`config.mk`:
```
export PLATFORM = sky130hd
export DESIGN_NAME = jtag_tap_responder
export DESIGN_NICKNAME = d
export VERILOG_FILES = /design/src/rtl/jtag_pkg.sv /design/src/rtl/jtag_in_sync.sv /design/src/rtl/jtag_tap_responder.sv
export SDC_FILE = /design/constraint.sdc
export NUM_CORES = 1
export LEC_CHECK = 0
export BUFFER_PORTS_ARGS = -buffer_cell sky130_fd_sc_hd__buf_2
export CAP_MARGIN = 20
export CORE_ASPECT_RATIO = 1.25
export CORE_MARGIN = 2
export CORE_UTILIZATION = 58
export CTS_CLUSTER_DIAMETER = 120
export DETAILED_ROUTE_END_ITERATION = 10
export HOLD_SLACK_MARGIN = 0.05
export PLACE_DENSITY = 0.78
export SETUP_SLACK_MARGIN = 0.4
export SKIP_LAST_GASP = 1
export SYNTH_ARGS = -nofsm -noshare
export SYNTH_HDL_FRONTEND = slang
export SYNTH_SLANG_ARGS = --single-unit
```
`constraint.sdc`:
```
create_clock -name CLK -period 2.2 [get_ports CLK]
set_clock_uncertainty 0.05 [all_clocks]
set_input_delay 0.11 -clock CLK [delete_from_list [all_inputs] [get_ports CLK]]
set_output_delay 0.11 -clock CLK [all_outputs]
set_load 0.005 [all_outputs]
```
`src/rtl/jtag_pkg.sv`:
```
// Shared TAP state encoding and instruction opcodes.
package jtag_pkg;

    // 1149.1 encoding with TEST_LOGIC_RESET and EXIT2_DR swapped so the
    // reset state reads as 4'h0 on the debug port.
    typedef enum logic [3:0] {
        TEST_LOGIC_RESET = 4'h0,
        RUN_TEST_IDLE    = 4'hC,
        SELECT_DR        = 4'h7,
        CAPTURE_DR       = 4'h6,
        SHIFT_DR         = 4'h2,
        EXIT1_DR         = 4'h1,
        PAUSE_DR         = 4'h3,
        EXIT2_DR         = 4'hF,
        UPDATE_DR        = 4'h5,
        SELECT_IR        = 4'h4,
        CAPTURE_IR       = 4'hE,
        SHIFT_IR         = 4'hA,
        EXIT1_IR         = 4'h9,
        PAUSE_IR         = 4'hB,
        EXIT2_IR         = 4'h8,
        UPDATE_IR        = 4'hD
    } tap_state_t;

    localparam logic [3:0] INS_IDCODE = 4'h6;
    localparam logic [3:0] INS_USER   = 4'h2;
    localparam logic [3:0] INS_BYPASS = 4'hF;

    // Which data register the current instruction selects
    typedef enum logic [1:0] {
        DR_BYPASS = 2'd0,
        DR_IDCODE = 2'd1,
        DR_USER   = 2'd2
    } dr_sel_t;

endpackage

```
`src/rtl/jtag_in_sync.sv`:
```
// Two-flop synchronizers for TCK/TMS/TDI plus TCK edge detection.
module jtag_in_sync (
    input  logic CLK,
    input  logic RESETn,
    input  logic TCK,
    input  logic TMS,
    input  logic TDI,
    output logic tck_rise,
    output logic tck_fall,
    output logic tms_s,
    output logic tdi_s
);

    logic [2:0] sync1;
    logic [2:0] sync2;
    logic       tck_prev;

    // Bit 2 = TCK, bit 1 = TMS, bit 0 = TDI; all three move in lockstep so
    // TMS/TDI are sampled from the same stage as the TCK edge.
    always_ff @(posedge CLK or negedge RESETn) begin
        if (!RESETn) begin
            sync1    <= '0;
            sync2    <= '0;
            tck_prev <= 1'b0;
        end else begin
            sync1    <= {TCK, TMS, TDI};
            sync2    <= sync1;
            tck_prev <= sync2[2];
        end
    end

    assign tck_rise = sync2[2] & ~tck_prev;
    assign tck_fall = ~sync2[2] & tck_prev;
    assign tms_s    = sync2[1];
    assign tdi_s    = sync2[0];

endmodule

```
`src/rtl/jtag_tap_responder.sv`:
```
// JTAG target TAP: oversampled TAP FSM with IR, IDCODE, BYPASS and a
// fabric-visible user data register.
module jtag_tap_responder
    import jtag_pkg::*;
#(
    parameter int          IR_LEN     = 4,
    parameter logic [31:0] IDCODE_VAL = 32'h020F10DD,
    parameter int          USER_LEN   = 8
) (
    input  logic                CLK,
    input  logic                RESETn,
    input  logic                TCK,
    input  logic                TMS,
    input  logic                TDI,
    output logic                TDO,
    output logic                TDO_OE,
    input  logic [USER_LEN-1:0] user_dr_in,
    output logic [USER_LEN-1:0] user_dr_out,
    output logic                user_update,
    output logic [3:0]          tap_state,
    output logic                tlr
);

    logic tck_rise, tck_fall, tms_s, tdi_s;

    jtag_in_sync u_sync (
        .CLK      (CLK),
        .RESETn   (RESETn),
        .TCK      (TCK),
        .TMS      (TMS),
        .TDI      (TDI),
        .tck_rise (tck_rise),
        .tck_fall (tck_fall),
        .tms_s    (tms_s),
        .tdi_s    (tdi_s)
    );

    tap_state_t          state, state_nxt;
    logic [IR_LEN-1:0]   ir, ir_shift;
    logic [31:0]         idcode_shift;
    logic [USER_LEN-1:0] user_shift;
    logic                bypass_shift;
    dr_sel_t             dr_sel;

    // Instruction decode; anything unrecognised behaves as BYPASS
    always_comb begin
        dr_sel = DR_BYPASS;
        if (ir == IR_LEN'(INS_IDCODE))    dr_sel = DR_IDCODE;
        else if (ir == IR_LEN'(INS_USER)) dr_sel = DR_USER;
    end

    // 1149.1 TAP next-state function on the synchronized TMS
    always_comb begin
        state_nxt = state;
        case (state)
            TEST_LOGIC_RESET: state_nxt = tms_s ? TEST_LOGIC_RESET : RUN_TEST_IDLE;
            RUN_TEST_IDLE:    state_nxt = tms_s ? SELECT_DR  : RUN_TEST_IDLE;
            SELECT_DR:        state_nxt = tms_s ? SELECT_IR  : CAPTURE_DR;
            CAPTURE_DR:       state_nxt = tms_s ? EXIT1_DR   : SHIFT_DR;
            SHIFT_DR:         state_nxt = tms_s ? EXIT1_DR   : SHIFT_DR;
            EXIT1_DR:         state_nxt = tms_s ? UPDATE_DR  : PAUSE_DR;
            PAUSE_DR:         state_nxt = tms_s ? EXIT2_DR   : PAUSE_DR;
            EXIT2_DR:         state_nxt = tms_s ? UPDATE_DR  : SHIFT_DR;
            UPDATE_DR:        state_nxt = tms_s ? SELECT_DR  : RUN_TEST_IDLE;
            SELECT_IR:        state_nxt = tms_s ? TEST_LOGIC_RESET : CAPTURE_IR;
            CAPTURE_IR:       state_nxt = tms_s ? EXIT1_IR   : SHIFT_IR;
            SHIFT_IR:         state_nxt = tms_s ? EXIT1_IR   : SHIFT_IR;
            EXIT1_IR:         state_nxt = tms_s ? UPDATE_IR  : PAUSE_IR;
            PAUSE_IR:         state_nxt = tms_s ? EXIT2_IR   : PAUSE_IR;
            EXIT2_IR:         state_nxt = tms_s ? UPDATE_IR  : SHIFT_IR;
            UPDATE_IR:        state_nxt = tms_s ? SELECT_DR  : RUN_TEST_IDLE;
            default:          state_nxt = TEST_LOGIC_RESET;
        endcase
    end

    // State register, capture/shift/update datapath and TDO launch
    always_ff @(posedge CLK or negedge RESETn) begin
        if (!RESETn) begin
            state        <= TEST_LOGIC_RESET;
            ir           <= IR_LEN'(INS_IDCODE);
            ir_shift     <= '0;
            idcode_shift <= '0;
            user_shift   <= '0;
            bypass_shift <= 1'b0;
            user_dr_out  <= '0;
            user_update  <= 1'b0;
            TDO          <= 1'b0;
        end else begin
            user_update <= 1'b0;
            if (tck_rise) begin
                // Action keyed on the state being left
                case (state)
                    CAPTURE_DR: begin
                        case (dr_sel)
                            DR_IDCODE: idcode_shift <= IDCODE_VAL;
                            DR_USER:   user_shift   <= user_dr_in;
                            default:   bypass_shift <= 1'b0;
                        endcase
                    end
                    SHIFT_DR: begin
                        case (dr_sel)
                            DR_IDCODE: idcode_shift <= {tdi_s, idcode_shift[31:1]};
                            DR_USER:   user_shift   <= {tdi_s, user_shift[USER_LEN-1:1]};
                            default:   bypass_shift <= tdi_s;
                        endcase
                    end
                    CAPTURE_IR: ir_shift <= IR_LEN'(1);
                    SHIFT_IR:   ir_shift <= {tdi_s, ir_shift[IR_LEN-1:1]};
                    default: ;
                endcase

                state <= state_nxt;

                // Update actions fire on entry to the update state
                if (state_nxt == UPDATE_IR)
                    ir <= ir_shift;
                if (state_nxt == UPDATE_DR && dr_sel == DR_USER) begin
                    user_dr_out <= user_shift;
                    user_update <= 1'b1;
                end
                if (state_nxt == TEST_LOGIC_RESET)
                    ir <= IR_LEN'(INS_IDCODE);
            end

            // TDO changes only on the falling TCK edge so it is stable at the
            // master's next rising-edge sample.
            if (tck_fall) begin
                if (state == SHIFT_DR) begin
                    case (dr_sel)
                        DR_IDCODE: TDO <= idcode_shift[0];
                        DR_USER:   TDO <= user_shift[0];
                        default:   TDO <= bypass_shift;
                    endcase
                end else if (state == SHIFT_IR) begin
                    TDO <= ir_shift[0];
                end
            end
        end
    end

    assign TDO_OE    = (state == SHIFT_DR) || (state == SHIFT_IR);
    assign tap_state = state;
    assign tlr       = (state == TEST_LOGIC_RESET);

endmodule

```
# --- After elaboration in Yosys (flattened, before gate mapping) ---
# Index checks and enable logic that the tools add are counted.
classes:
  mux: 32
  n_reduce_logical: 19
  bitwise: 4
  n_eq_ne: 27
op_table:
  columns: ["cell", "n"]
  rows:
  - ["$mux 32", 2]
  - ["$pmux 32 s2", 1]
  - ["$pmux 4 s12", 1]
  - ["$eq 4x4->1 const B", 9]
  - ["$eq 4x3->1 const B", 6]
  - ["$mux 4", 6]
  - ["$mux 8", 2]
  - ["$pmux 8 s2", 1]
  - ["$eq 4x2->1 const B", 3]
  - ["$mux 2", 6]
  - ["$mux 3", 4]
  - ["$reduce_and 4->1", 3]
  - ["$ne 2x2->1 const B", 5]
  - ["$logic_not 4->1", 2]
  - ["$pmux 4 s2", 1]
  - ["$reduce_and 2->1", 4]
  - ["$reduce_bool 2->1", 4]
  - ["$mux 1", 6]
  - ["$reduce_or 2->1", 3]
  - ["$eq 4x1->1 const B", 1]
  - ["$pmux 1 s2", 2]
  - ["$reduce_or 3->1", 1]
  - ["$and 1x1->1", 2]
  - ["$eq 2x1->1 const B", 1]
  - ["other kinds (5)", 6]
word_totals:
  word_cells: 94
  register_bits: 70
  output_inout_bits: 16

# --- Depth between registers and ports, before layout ---
logic_depth:
  depth_word: 7
  ltp_mapped: 7

# --- Hierarchy ---
# A second synthesis with hierarchy kept.
unflattened:
  cells_unflattened: 300
  hier_area_um2: 3079.2
by_module_without_submodules:
  columns: ["mod", "cells_per_inst", "seq_area_each_um2", "instances", "area_per_inst_um2"]
  rows:
  - ["jtag_tap_responder", 291, 1579.0, 1, 2889.0]
  - ["jtag_in_sync", 9, 175.2, 1, 190.2]

# --- Worst setup path before layout ---
# Ideal clock, no wire load.
synth_path:
  kind: "reg2reg"
  start: "reg state[0], in the netlist tap_state[0]"
  end: "reg user_shift[6]"
  arrival_ns: 1.623
  required_ns: 2.069
  path_stages_with_launch: 7
  slack_ns: 0.446
  path_cell_list: "dfrtp_1 -> nand2b_2 -> or3_4 -> nor3b_4 -> buf_6 -> nor2_1 -> a31oi_2"
synth_between:
  elab_chain_len: 3
  word_cells_on_any_way: 7
  classes_between: "4 x eq/ne; 1 x mux; 2 x reduce/logical"
synth_lines:
  columns: ["element", "line_no", "text"]
  rows:
  - ["start, declared", "jtag_tap_responder.sv:38", "tap_state_t state, state_nxt;"]
  - ["start signal, assigned", "jtag_tap_responder.sv:112", "state <= state_nxt;"]
  - ["$eq 4x3->1 or $eq 4x2->1 (tied branches)", "jtag_tap_responder.sv:92", "case (state)"]
  - ["$ne 2x2->1 (no source line) or $reduce_bool 2->1 (tied branches)", null, null]
  - ["$reduce_and 4->1 (no source line)", null, null]
  - ["end signal, assigned", "jtag_tap_responder.sv:96", "DR_USER: user_shift <= user_dr_in;"]
  - ["end signal, assigned", "jtag_tap_responder.sv:103", "DR_USER: user_shift <= {tdi_s, user_shift[USER_LEN-1:1]};"]
  - ["end, declared", "jtag_tap_responder.sv:41", "logic [USER_LEN-1:0] user_shift;"]
# Several ways; a longest one is shown, not always the timed one.
# A chain may end at the register's enable or synchronous reset.

# --- Final worst setup path ---
layout_path:
  start: "reg u_sync.sync2[1]"
  end: "reg user_dr_out[4]"
layout_between:
  elab_chain_len: 5
  word_cells_on_any_way: 16
  classes_between: "1 x eq/ne; 13 x mux; 2 x reduce/logical"
layout_lines:
  columns: ["element", "line_no", "text"]
  rows:
  - ["start, declared", "jtag_in_sync.sv:15", "logic [2:0] sync2;"]
  - ["start signal, assigned", "jtag_in_sync.sv:27", "sync2 <= sync1;"]
  - ["$mux 4, or another cell as far along", "jtag_tap_responder.sv:57, jtag_tap_responder.sv:64, jtag_tap_responder.sv:71", null]
  - ["$pmux 4 s12 *", "jtag_tap_responder.sv:55", "case (state)"]
  - ["$eq 4x3->1 *", "jtag_tap_responder.sv:117", "if (state_nxt == UPDATE_DR && dr_sel == DR_USER) begin"]
  - ["$logic_and 1x1->1 *", "jtag_tap_responder.sv:117", null]
  - ["$reduce_and 2->1 (no source line) *", null, null]
  - ["end signal, assigned", "jtag_tap_responder.sv:118", "user_dr_out <= user_shift;"]
  - ["end, declared", "jtag_tap_responder.sv:18", "output logic [USER_LEN-1:0] user_dr_out,"]
# Every way passes the cells marked *; elsewhere a longest branch is shown, timed or not.

==> flow_summary.yaml <==
outcome:
  outcome: "finished, final reports clean"
clock_tree:
  clock-sinks: 70
  clock_latency_ns: 0.34
  root_buffer: "clkbuf_8"
  htreeDepth: 3
  clock_path_buffers: 2
  cts_tree: "done"
  cts_buffers: 9
  path_clk_slew_ns: 0.07
grt:
  grt_start_max_net_pins: 33
  grt_pass1_vias: 2284
  grt_pass1_wl_um: 10200
  track_usage: 0.234
  grt_antenna_before_repair: 0
  grt_overflow: 0
sta:
  fmax_mhz: 576
  tns_ns: 0
  fin_crit_ns: 1.73
  setup_viol: 0
  min_period_over_period: 0.789
  drv_slew: 0
  worstMarginPinSlew_ns: 0.486
  finalHoldViolCount: 0
  rsz0062_at_grt: "no"
  worst_slack_ns: 0.465
  slew_headroom: 0.676
  holdWs_ns: 0.214
synthesis:
  syn_nets: 326
  ys_ff_latch: 70
  synth_fa_ha_area_frac: 0
  syn_area_per_cell_um2: 9.63
  muxShareOfSynthArea: 0.0515
  yosys-top-cells-area: "dfrtp_1 56%, nand2_1 11%, mux2_2 4.5%"
  ys_seq_area_frac: 0.582
  yosys.area.top_type: "dfrtp_1"
  yosysWarnings: 0
  yosys.area_share.simple: 0.241
  synth_top_family_by_area: "simple AND/OR/NAND/NOR gates"
  yosysUniqueCellTypes: 39
  synth-edff-count: 0
  synthCells: 313
  yosys.area_share.xor_xnor: 0
  syn_area_um2: 3010
  synth_top_area_share: 0.565
  synth_compound_area_frac: 0.0926
  synthFlopType: "dfrtp_1"
  async_flop_share: 1.00
floorplan:
  die_height_um: 84.6
  core-area_um2: 5040
  start_util: 0.598
  fp.dieW_um: 68.5
  dieArea_um2: 5790
  rows: 29
  num_io_pins: 29
layout:
  mostFrequentLayoutCells: "92 x nand2_1, 66 x dfrtp_1, 28 x buf_2, 25 x o21ai_0, 21 x nand3_1"
  antenna_cells: 0
  layout_commonest_cell: "nand2_1"
  design_area_um2: 3630
  area_growth_pct: 20.5
  nets: 372
  layout-drive-gt1-share: 0.228
worst_setup_path:
  crit_buf_inv: 0
  cp-end-kind: "register"
  setup.worst_path.start: "u_sync.sync2[1]"
  cp_top_family: "flip-flops"
  start_kind: "register"
  reg2regPathDepth: 5
  rr_endpoint: "user_dr_out[4]"
  r2r_slack_ns: 0.47
  cp_data_required_time_ns: 2.38
  timing.rr.start: "u_sync.sync2[1]"
  max_stage_delay_ns: 0.47
  critPathMaxFanout: 9
  slowest_stage: "dfrtp_1"
  path_cells: "nor2b_1, o32ai_2, nor2_2, nand4b_4, mux2_2"
  cp_data_arrival_time_ns: 1.91
  crit_type: "register to register"
drt:
  viasPerCell: 5.48
  drtIter0Drc: 199
  num_vias: 2333
  wl_per_cell_um: 14.3
  drt-pass1-iter-count: 5
  ant_nets: 0
  drt_wl_total_um: 6110
  drc: 0
pwr:
  power.leakage_nw: 1.87
  power_density_nw_per_um2: 1110
  ir_drop_mv: 0.603
hold_path:
  hp-class: "input pin to async pin"
run:
  cap_violations: 0
place:
  hpwl_um: 3790
  dpl_cell_area_um2: 3230
  dpl_worst_slack_ns: 0.211
  gp_congestion: 0.842
  portBuffers: 28
-- cell families after synthesis --
kind of cell	Yosys count
compound gates	48
buf+inv	23
flops	70
mux	14
simple gates	158
-- sequential cells by signal, indices dropped and copies added, names as in the netlist, 3 cells and up --
register / cells
idcode_shift: 32
user_dr_out: 8
user_shift: 8
ir: 4
ir_shift: 4
tap_state: 4
u_sync.sync1: 3
u_sync.sync2: 3
-- worst max-delay path by stage --
stage                endpoint  slack, ns  cells after the start
4_1_cts         user_shift[2]       0.40                      6
2_1_floorplan   user_shift[6]       0.45                      6
6_report       user_dr_out[4]       0.47                      5
3_5_place_dp   user_dr_out[5]       0.21                      5
3_3_place_gp   user_dr_out[5]       0.28                      5
5_1_grt        user_dr_out[1]       0.39                      5
-- final cells by class --
class,instances,area [µm²]
Fill cell,371,1410
Clock inverter,3,43.8
Inverter,4,15.0
Timing Repair Buffer,54,382
Sequential cell,70,1760
Tap cell,62,77.6
Clock buffer,13,149
Multi-Input combinational cell,220,1210
-- metrics by stage --
stage               power (W)   util  cells
finish                0.00405  0.720    426
global route          0.00432  0.720    426
CTS                   0.00398  0.709    423
detailed placement    0.00290  0.640    393
global placement      0.00285  0.640    393
floorplan             0.00256      -    313
-- synthesized netlist by cell type (all sizes together), types with 2 or more instances --
library cell,count
nand2,92
inv,4
nor3,3
clkbuf,11
or3,3
dfstp,2
nand3,21
dfrtp,68
a21oi,7
mux2,12
mux2i,2
buf,8
nand2b,8
a22oi,2
a31oi,8
nor2,18
nor2b,4
nor3b,2
o21ai,25
-- what timing repair did --
item | CTS | global route
resized for setup | 5 | 8
endpoints found under the hold margin | 31 | 0
hold buffers | 12 | 0
gates cloned | 0 | 1
endpoints found under the setup margin | 30 | 39
pin swaps | 0 | 1
setup buffers | 2 | 2
-- power breakdown --
part / switching, W / internal [W]
combinational: 0.000628 / 0.000527
clock: 0.000451 / 0.000556
sequential: 0.000272 / 0.00161
-- layer usage --
| metal | up-vias | global-route usage | wire [µm] |
|---|---|---|---|
| li1 | 1137 | - | - |
| met4 | 0 | 0.111 | 149 |
| met3 | 13 | 0.0456 | 166 |
| met5 | - | 0 | 0 |
| met2 | 40 | 0.375 | 3100 |
| met1 | 1143 | 0.300 | 2700 |
-- worst reg2reg max path, cell delays in order, from the launching register on --
cell,delay [ns]
dfrtp_1,0.47
nor2b_1,0.18
o32ai_2,0.31
nor2_2,0.09
nand4b_4,0.17
mux2_2,0.36
Note: power is estimated with default switching activity, not from simulation.
